==> src/rtl/auto_scale_ctrl_pkg.sv <==
// auto_scale_ctrl_pkg: shared constants, fit bounds and FSM state type for the auto scale controller
package auto_scale_ctrl_pkg;
    localparam int SAMPLE_CENTER = 127;
    localparam int SCALE_W       = 3;
    localparam int UNITY_SCALE   = 4;
    localparam int FIT_W         = 14;
    localparam logic signed [FIT_W-1:0] FIT_HI = 14'sd127;
    localparam logic signed [FIT_W-1:0] FIT_LO = -14'sd128;
    typedef enum logic [1:0] {IDLE, EVAL, DECIDE} state_e;
endpackage

==> src/rtl/scale_fit_check.sv <==
// scale_fit_check: combinational in_range test of a deviation envelope at a candidate scale
module scale_fit_check
    import auto_scale_ctrl_pkg::*;
(
    input  logic signed [8:0]         i_pmax,
    input  logic signed [8:0]         i_nmin,
    input  logic        [SCALE_W-1:0] i_scale,
    output logic                      o_fits
);
    logic                      w_up;
    logic        [SCALE_W-1:0] w_sh;
    logic signed [FIT_W-1:0]   w_pe;
    logic signed [FIT_W-1:0]   w_ne;
    logic signed [FIT_W-1:0]   w_p;
    logic signed [FIT_W-1:0]   w_n;
    // gain = 2^(UNITY-scale): left shift at or below unity, arithmetic right shift above it
    always_comb begin
        w_up   = i_scale <= SCALE_W'(UNITY_SCALE);
        w_sh   = w_up ? SCALE_W'(UNITY_SCALE) - i_scale : i_scale - SCALE_W'(UNITY_SCALE);
        w_pe   = i_pmax;
        w_ne   = i_nmin;
        w_p    = w_up ? w_pe <<< w_sh : w_pe >>> w_sh;
        w_n    = w_up ? w_ne <<< w_sh : w_ne >>> w_sh;
        o_fits = (w_p <= FIT_HI) && (w_n >= FIT_LO);
    end
endmodule

==> src/rtl/auto_scale_ctrl.sv <==
// auto_scale_ctrl: per-frame deviation tracking and scale selection with hysteresis on gain increases
module auto_scale_ctrl
    import auto_scale_ctrl_pkg::*;
#(
    parameter int MIN_SCALE     = 0,
    parameter int MAX_SCALE     = 7,
    parameter int DEFAULT_SCALE = 4,
    parameter int HOLD_FRAMES   = 4
)(
    input  logic               clk,
    input  logic               reset,
    input  logic               sample_valid,
    input  logic [7:0]         sample_in,
    input  logic               frame_end,
    input  logic               auto_en,
    input  logic [SCALE_W-1:0] manual_scale,
    output logic [SCALE_W-1:0] scale_out,
    output logic               scale_update,
    output logic               busy
);
    state_e                    r_state;
    logic signed [8:0]         r_pmax;
    logic signed [8:0]         r_nmin;
    logic                      r_have;
    logic signed [8:0]         r_eval_pmax;
    logic signed [8:0]         r_eval_nmin;
    logic        [SCALE_W-1:0] r_cand;
    logic        [SCALE_W-1:0] r_target;
    logic        [3:0]         r_hold;
    logic        [SCALE_W-1:0] r_scale;
    logic                      r_upd;
    logic signed [8:0]         w_d;
    logic signed [8:0]         w_pmax_nx;
    logic signed [8:0]         w_nmin_nx;
    logic                      w_start;
    logic                      w_fits;
    logic                      w_decide;
    logic                      w_apply;

    scale_fit_check u_fit (
        .i_pmax  (r_eval_pmax),
        .i_nmin  (r_eval_nmin),
        .i_scale (r_cand),
        .o_fits  (w_fits)
    );

    // running envelope including this cycle's sample; a start needs at least one sample in the frame
    always_comb begin
        w_d       = $signed({1'b0, sample_in}) - 9'sd127;
        w_pmax_nx = (sample_valid && w_d > r_pmax) ? w_d : r_pmax;
        w_nmin_nx = (sample_valid && w_d < r_nmin) ? w_d : r_nmin;
        w_start   = frame_end && r_state == IDLE && (r_have || sample_valid);
        w_decide  = r_state == DECIDE && auto_en;
        w_apply   = w_decide && (r_target > r_scale ||
                    (r_target < r_scale && r_hold == 4'(HOLD_FRAMES - 1)));
    end

    // accumulate every cycle; on an accepted frame_end snapshot for evaluation and restart
    always_ff @(posedge clk) begin
        if (reset) begin
            r_pmax      <= '0;
            r_nmin      <= '0;
            r_have      <= 1'b0;
            r_eval_pmax <= '0;
            r_eval_nmin <= '0;
        end else if (w_start) begin
            r_pmax      <= '0;
            r_nmin      <= '0;
            r_have      <= 1'b0;
            r_eval_pmax <= w_pmax_nx;
            r_eval_nmin <= w_nmin_nx;
        end else begin
            r_pmax      <= w_pmax_nx;
            r_nmin      <= w_nmin_nx;
            r_have      <= r_have | sample_valid;
        end
    end

    // candidate search from highest gain down, then a one-cycle decision with hold counting
    always_ff @(posedge clk) begin
        if (reset) begin
            r_state  <= IDLE;
            r_cand   <= SCALE_W'(MIN_SCALE);
            r_target <= SCALE_W'(DEFAULT_SCALE);
            r_hold   <= '0;
        end else begin
            case (r_state)
                IDLE: begin
                    r_state <= w_start ? EVAL : IDLE;
                    r_cand  <= SCALE_W'(MIN_SCALE);
                end
                EVAL: begin
                    r_state  <= (w_fits || r_cand == SCALE_W'(MAX_SCALE)) ? DECIDE : EVAL;
                    r_target <= r_cand;
                    r_cand   <= r_cand + 1'b1;
                end
                DECIDE: begin
                    r_state <= IDLE;
                    r_hold  <= (!auto_en || w_apply || r_target >= r_scale) ? 4'd0 : r_hold + 4'd1;
                end
                default: r_state <= IDLE;
            endcase
        end
    end

    // manual mode tracks manual_scale every cycle; auto mode writes only on an applied decision
    always_ff @(posedge clk) begin
        if (reset) begin
            r_scale <= SCALE_W'(DEFAULT_SCALE);
            r_upd   <= 1'b0;
        end else if (!auto_en) begin
            r_scale <= manual_scale;
            r_upd   <= manual_scale != r_scale;
        end else begin
            r_scale <= w_apply ? r_target : r_scale;
            r_upd   <= w_apply;
        end
    end

    assign scale_out    = r_scale;
    assign scale_update = r_upd;
    assign busy         = r_state != IDLE;
endmodule

==> config.mk <==
export PLATFORM = sky130hd
export DESIGN_NAME = auto_scale_ctrl
export DESIGN_NICKNAME = d
export VERILOG_FILES = /design/src/rtl/auto_scale_ctrl_pkg.sv /design/src/rtl/scale_fit_check.sv /design/src/rtl/auto_scale_ctrl.sv
export SDC_FILE = /design/constraint.sdc
export NUM_CORES = 1
export LEC_CHECK = 0
export CAP_MARGIN = 40
export CORE_MARGIN = 5
export CORE_UTILIZATION = 30
export DETAILED_ROUTE_END_ITERATION = 8
export PLACE_DENSITY = 0.46
export SETUP_SLACK_MARGIN = 0.4
export SLEW_MARGIN = 10
export SYNTH_ARGS = -nofsm -noshare
export SYNTH_HDL_FRONTEND = slang
export SYNTH_HIERARCHICAL = 1
export SYNTH_SLANG_ARGS = --single-unit
==> constraint.sdc <==
create_clock -name clk -period 3.1 [get_ports clk]
set_input_delay 0.465 -clock clk [delete_from_list [all_inputs] [get_ports clk]]
set_output_delay 0.465 -clock clk [all_outputs]
set_load 0.02 [all_outputs]
==> results.cfg <==
[logic_synthesis]
ys_seq_elements = 53
yosys_warnings = 6
synth_area_sq_um = 3406
async_reset_ff_share_pct = 0
synth_commonest_cells = dfxtp_1 (53), nand2_1 (45), nor2_1 (30)
avgSynthCellArea_sq_um = 8.557
synth_top_area_cell = dfxtp_1
synth.distinct_cells = 66
yosys_most_used_dff = dfxtp_1
post-synth-top-count-cell = dfxtp_1
synth_edf_count = 0
synth_nets = 439
synthTopCellsByArea = dfxtp_1 (31%), ha_1 (9.2%), nand2_1 (5.0%)
syn_inst = 398
synth.top_cell.area_share_pct = 31.15
synth-seq-area-share_pct = 31.15

[timing]
relSlewSlack_pct = 58.29
clock.fmax_mhz = 386.2
hold_violations = 0
period_share_pct = 83.52
fin_ws_ns = 0.5108
final.min_clock_period_ns = 2.589
hold_ws_ns = 0.4900
worstMarginPinSlew_ns = 0.6233
finalMaxSlewViolations = 0
skew_ns = 0.003596
setup_viol = 0
rsz0062_at_grt = true

[min_path]
hp-start = r_nmin[2]
hold_depth = 2
min_path_type = reg2reg

[pwr]
p_per_area_nw_per_um2 = 431.2
power_leakage_nw = 1.655
peakVddDrop_mv = 0.2537

[die]
coreArea_sq_um = 11270
io_pins = 21
rows = 39
dieArea_sq_um = 13580
start_util_pct = 30.21
die_w_microns = 116.6
die_h_microns = 116.6

[global_route]
grt_pass1_vias = 3042
grt_pass1_wl_mm = 15.55
grtUsageTotal_pct = 14.30
grt_overflow = 0
grt_max_degree = 21
antenna_found_initial = 0

[routing]
vias = 2996
antenna_left = 0
drc = 0
dr.pass1.iters = 4
vias_per_cell = 5.052
wl_mm = 9.065
first_iter_violations = 153
wire_per_inst_microns = 15.29

[place]
place_congestion = 0.8005
dp_cells = 573
dp_hpwl_mm = 6.976
io_buffers = 20
dpl_cell_area_sq_um = 3911
dpl_worst_slack_ns = -0.1944

[layout]
area_growth_pct = 26.38
nFillCells = 1159
design_area_sq_um = 4304
fin_util_pct = 38.18
stdcell_count = 593
fin_nets = 490
antenna_cells = 0
drive_above_1_share_pct = 20.00

[setup_path]
setup.worst_path.class = in2reg
reg2reg_depth = 10
cp.required_ns = 3.25
reg2reg_from = r_cand[1]
cp-end-kind = flip-flop
arrival_ns = 2.74
worstPathMaxFanout = 5
start_kind = input port
crit_start = sample_in[1]

[clocking]
htree_levels = 2
cts_buffers = 5
ctsHoldBuffers = 0
cts_max_path_buffers = 2
cts_root_buf = clkbuf_16
clk-insertion-delay-late_ns = 0.29
cts_tree = built
clkSlewWorstSetupHoldPaths_ns = 0.07
clkSinkCount = 53

[status]
status = complete, no violations

[flow_run]
drv_cap = 0
==> report_power, final <==
part | switching (W) | internal (W) | total (W)
combinational | 0.000291 | 0.000242 | 0.000532
sequential | 0.0000448 | 0.000729 | 0.000774
clock | 0.000253 | 0.000297 | 0.000550
total | 0.000589 | 0.00127 | 0.00186
==> final timing paths <==
| path | end | slack, ns |
|---|---|---|
| worst max-delay path | r_eval_pmax[8] | 0.51 |
| worst min-delay path | r_nmin[2] | 0.49 |
| worst min register to register | r_nmin[2] | 0.49 |
| worst max register to register | r_state[0] | 0.73 |
==> registers in the layout (all words and copies together), names as in the netlist <==
| name | cells |
|---|---|
| r_pmax | 9 |
| r_have | 1 |
| scale_out | 3 |
| r_hold | 4 |
| r_eval_nmin | 9 |
| r_eval_pmax | 9 |
| r_state | 2 |
| r_target | 3 |
| r_nmin | 9 |
| scale_update | 1 |
| r_cand | 3 |
==> through the flow <==
stage / total power, W / setup TNS [ns]
2_1_floorplan: 0.001106 / 0
3_3_place_gp: 0.001272 / -2.160
3_5_place_dp: 0.001271 / -2.697
4_1_cts: 0.001867 / 0
5_1_grt: 0.001972 / 0
6_report: 0.001856 / 0
==> logic make-up after synthesis <==
family                     share of synthesized area [%]
adders and majority gates                          9.184
and+or+nand+nor                                    21.12
xor gates and xnor gates                           3.086
DFF                                                31.15
AOI/OAI and AO/OA                                  25.42
buffers and inverters                              5.584
muxes                                              4.445
==> worst max-delay path: stages <==
cell and delay, ns:
dlygate4sd2_1 0.26, ha_2 0.20, buf_4 0.14, buf_4 0.13, xor2_2 0.14, ha_1 0.31, nand3_1 0.09, a21boi_1 0.12
o31a_4 0.40, buf_4 0.15, o21ai_1 0.22, a31oi_1 0.12
==> timing repair <==
item | 4_1_cts | 5_1_grt
gates cloned | 1 | 0
setup buffers | 10 | 1
endpoints found under the setup margin | 35 | 23
resized for setup | 27 | 12
pin swaps | 13 | 10
==> layout make-up <==
class | instances | area, sq um | area share (%)
clock inverters | 3 | 17.52 | 0.4070
clock buffers | 5 | 125.1 | 2.907
repair buffers | 59 | 546.8 | 12.70
flip-flops and latches | 53 | 1061 | 24.65
multi-input cells | 303 | 2273 | 52.82
well taps | 143 | 178.9 | 4.157
inverters | 27 | 101.3 | 2.355
==> placed cells by master, fill, tap and decap left out, types with 3 or more instances in the layout <==
| cell type | Yosys | layout |
|---|---|---|
| ha_1 | 25 | 23 |
| xnor2_1 | 5 | 3 |
| or2b_1 | 3 | 3 |
| a21oi_1 | 23 | 23 |
| o221ai_1 | 5 | 4 |
| dlygate4sd2_1 | 0 | 5 |
| a211oi_2 | 6 | 9 |
| o211ai_1 | 7 | 7 |
| a211o_1 | 3 | 3 |
| and2_1 | 4 | 4 |
| o21bai_1 | 8 | 8 |
| nor2_1 | 30 | 30 |
| buf_6 | 3 | 4 |
| nand4_1 | 8 | 8 |
| a31oi_1 | 5 | 4 |
| nand3_1 | 18 | 18 |
| inv_1 | 27 | 27 |
| a21o_1 | 4 | 4 |
| nor2b_1 | 4 | 4 |
| dfxtp_1 | 53 | 53 |
| a2111oi_2 | 0 | 3 |
| clkdlybuf4s50_1 | 0 | 13 |
| nor3_1 | 6 | 6 |
| buf_4 | 1 | 32 |
| o21ai_0 | 6 | 4 |
| mux2i_1 | 14 | 14 |
| nand2b_1 | 3 | 3 |
| clkbuf_16 | 0 | 5 |
| xor2_1 | 7 | 5 |
| nand2_1 | 45 | 44 |
| a211oi_1 | 13 | 10 |
==> routing by layer <==
metal | global-route usage [%] | vias to the layer above | share of wire, %
met1 | 19.02 | 1402 | 48
met2 | 24.75 | 29 | 49
met3 | 1.969 | 8 | 2.4
met4 | 2.982 | 0 | 0.84
li1 | - | 1557 | -
met5 | 0 | - | 0
No activity file was read; power rests on OpenSTA's default activity.
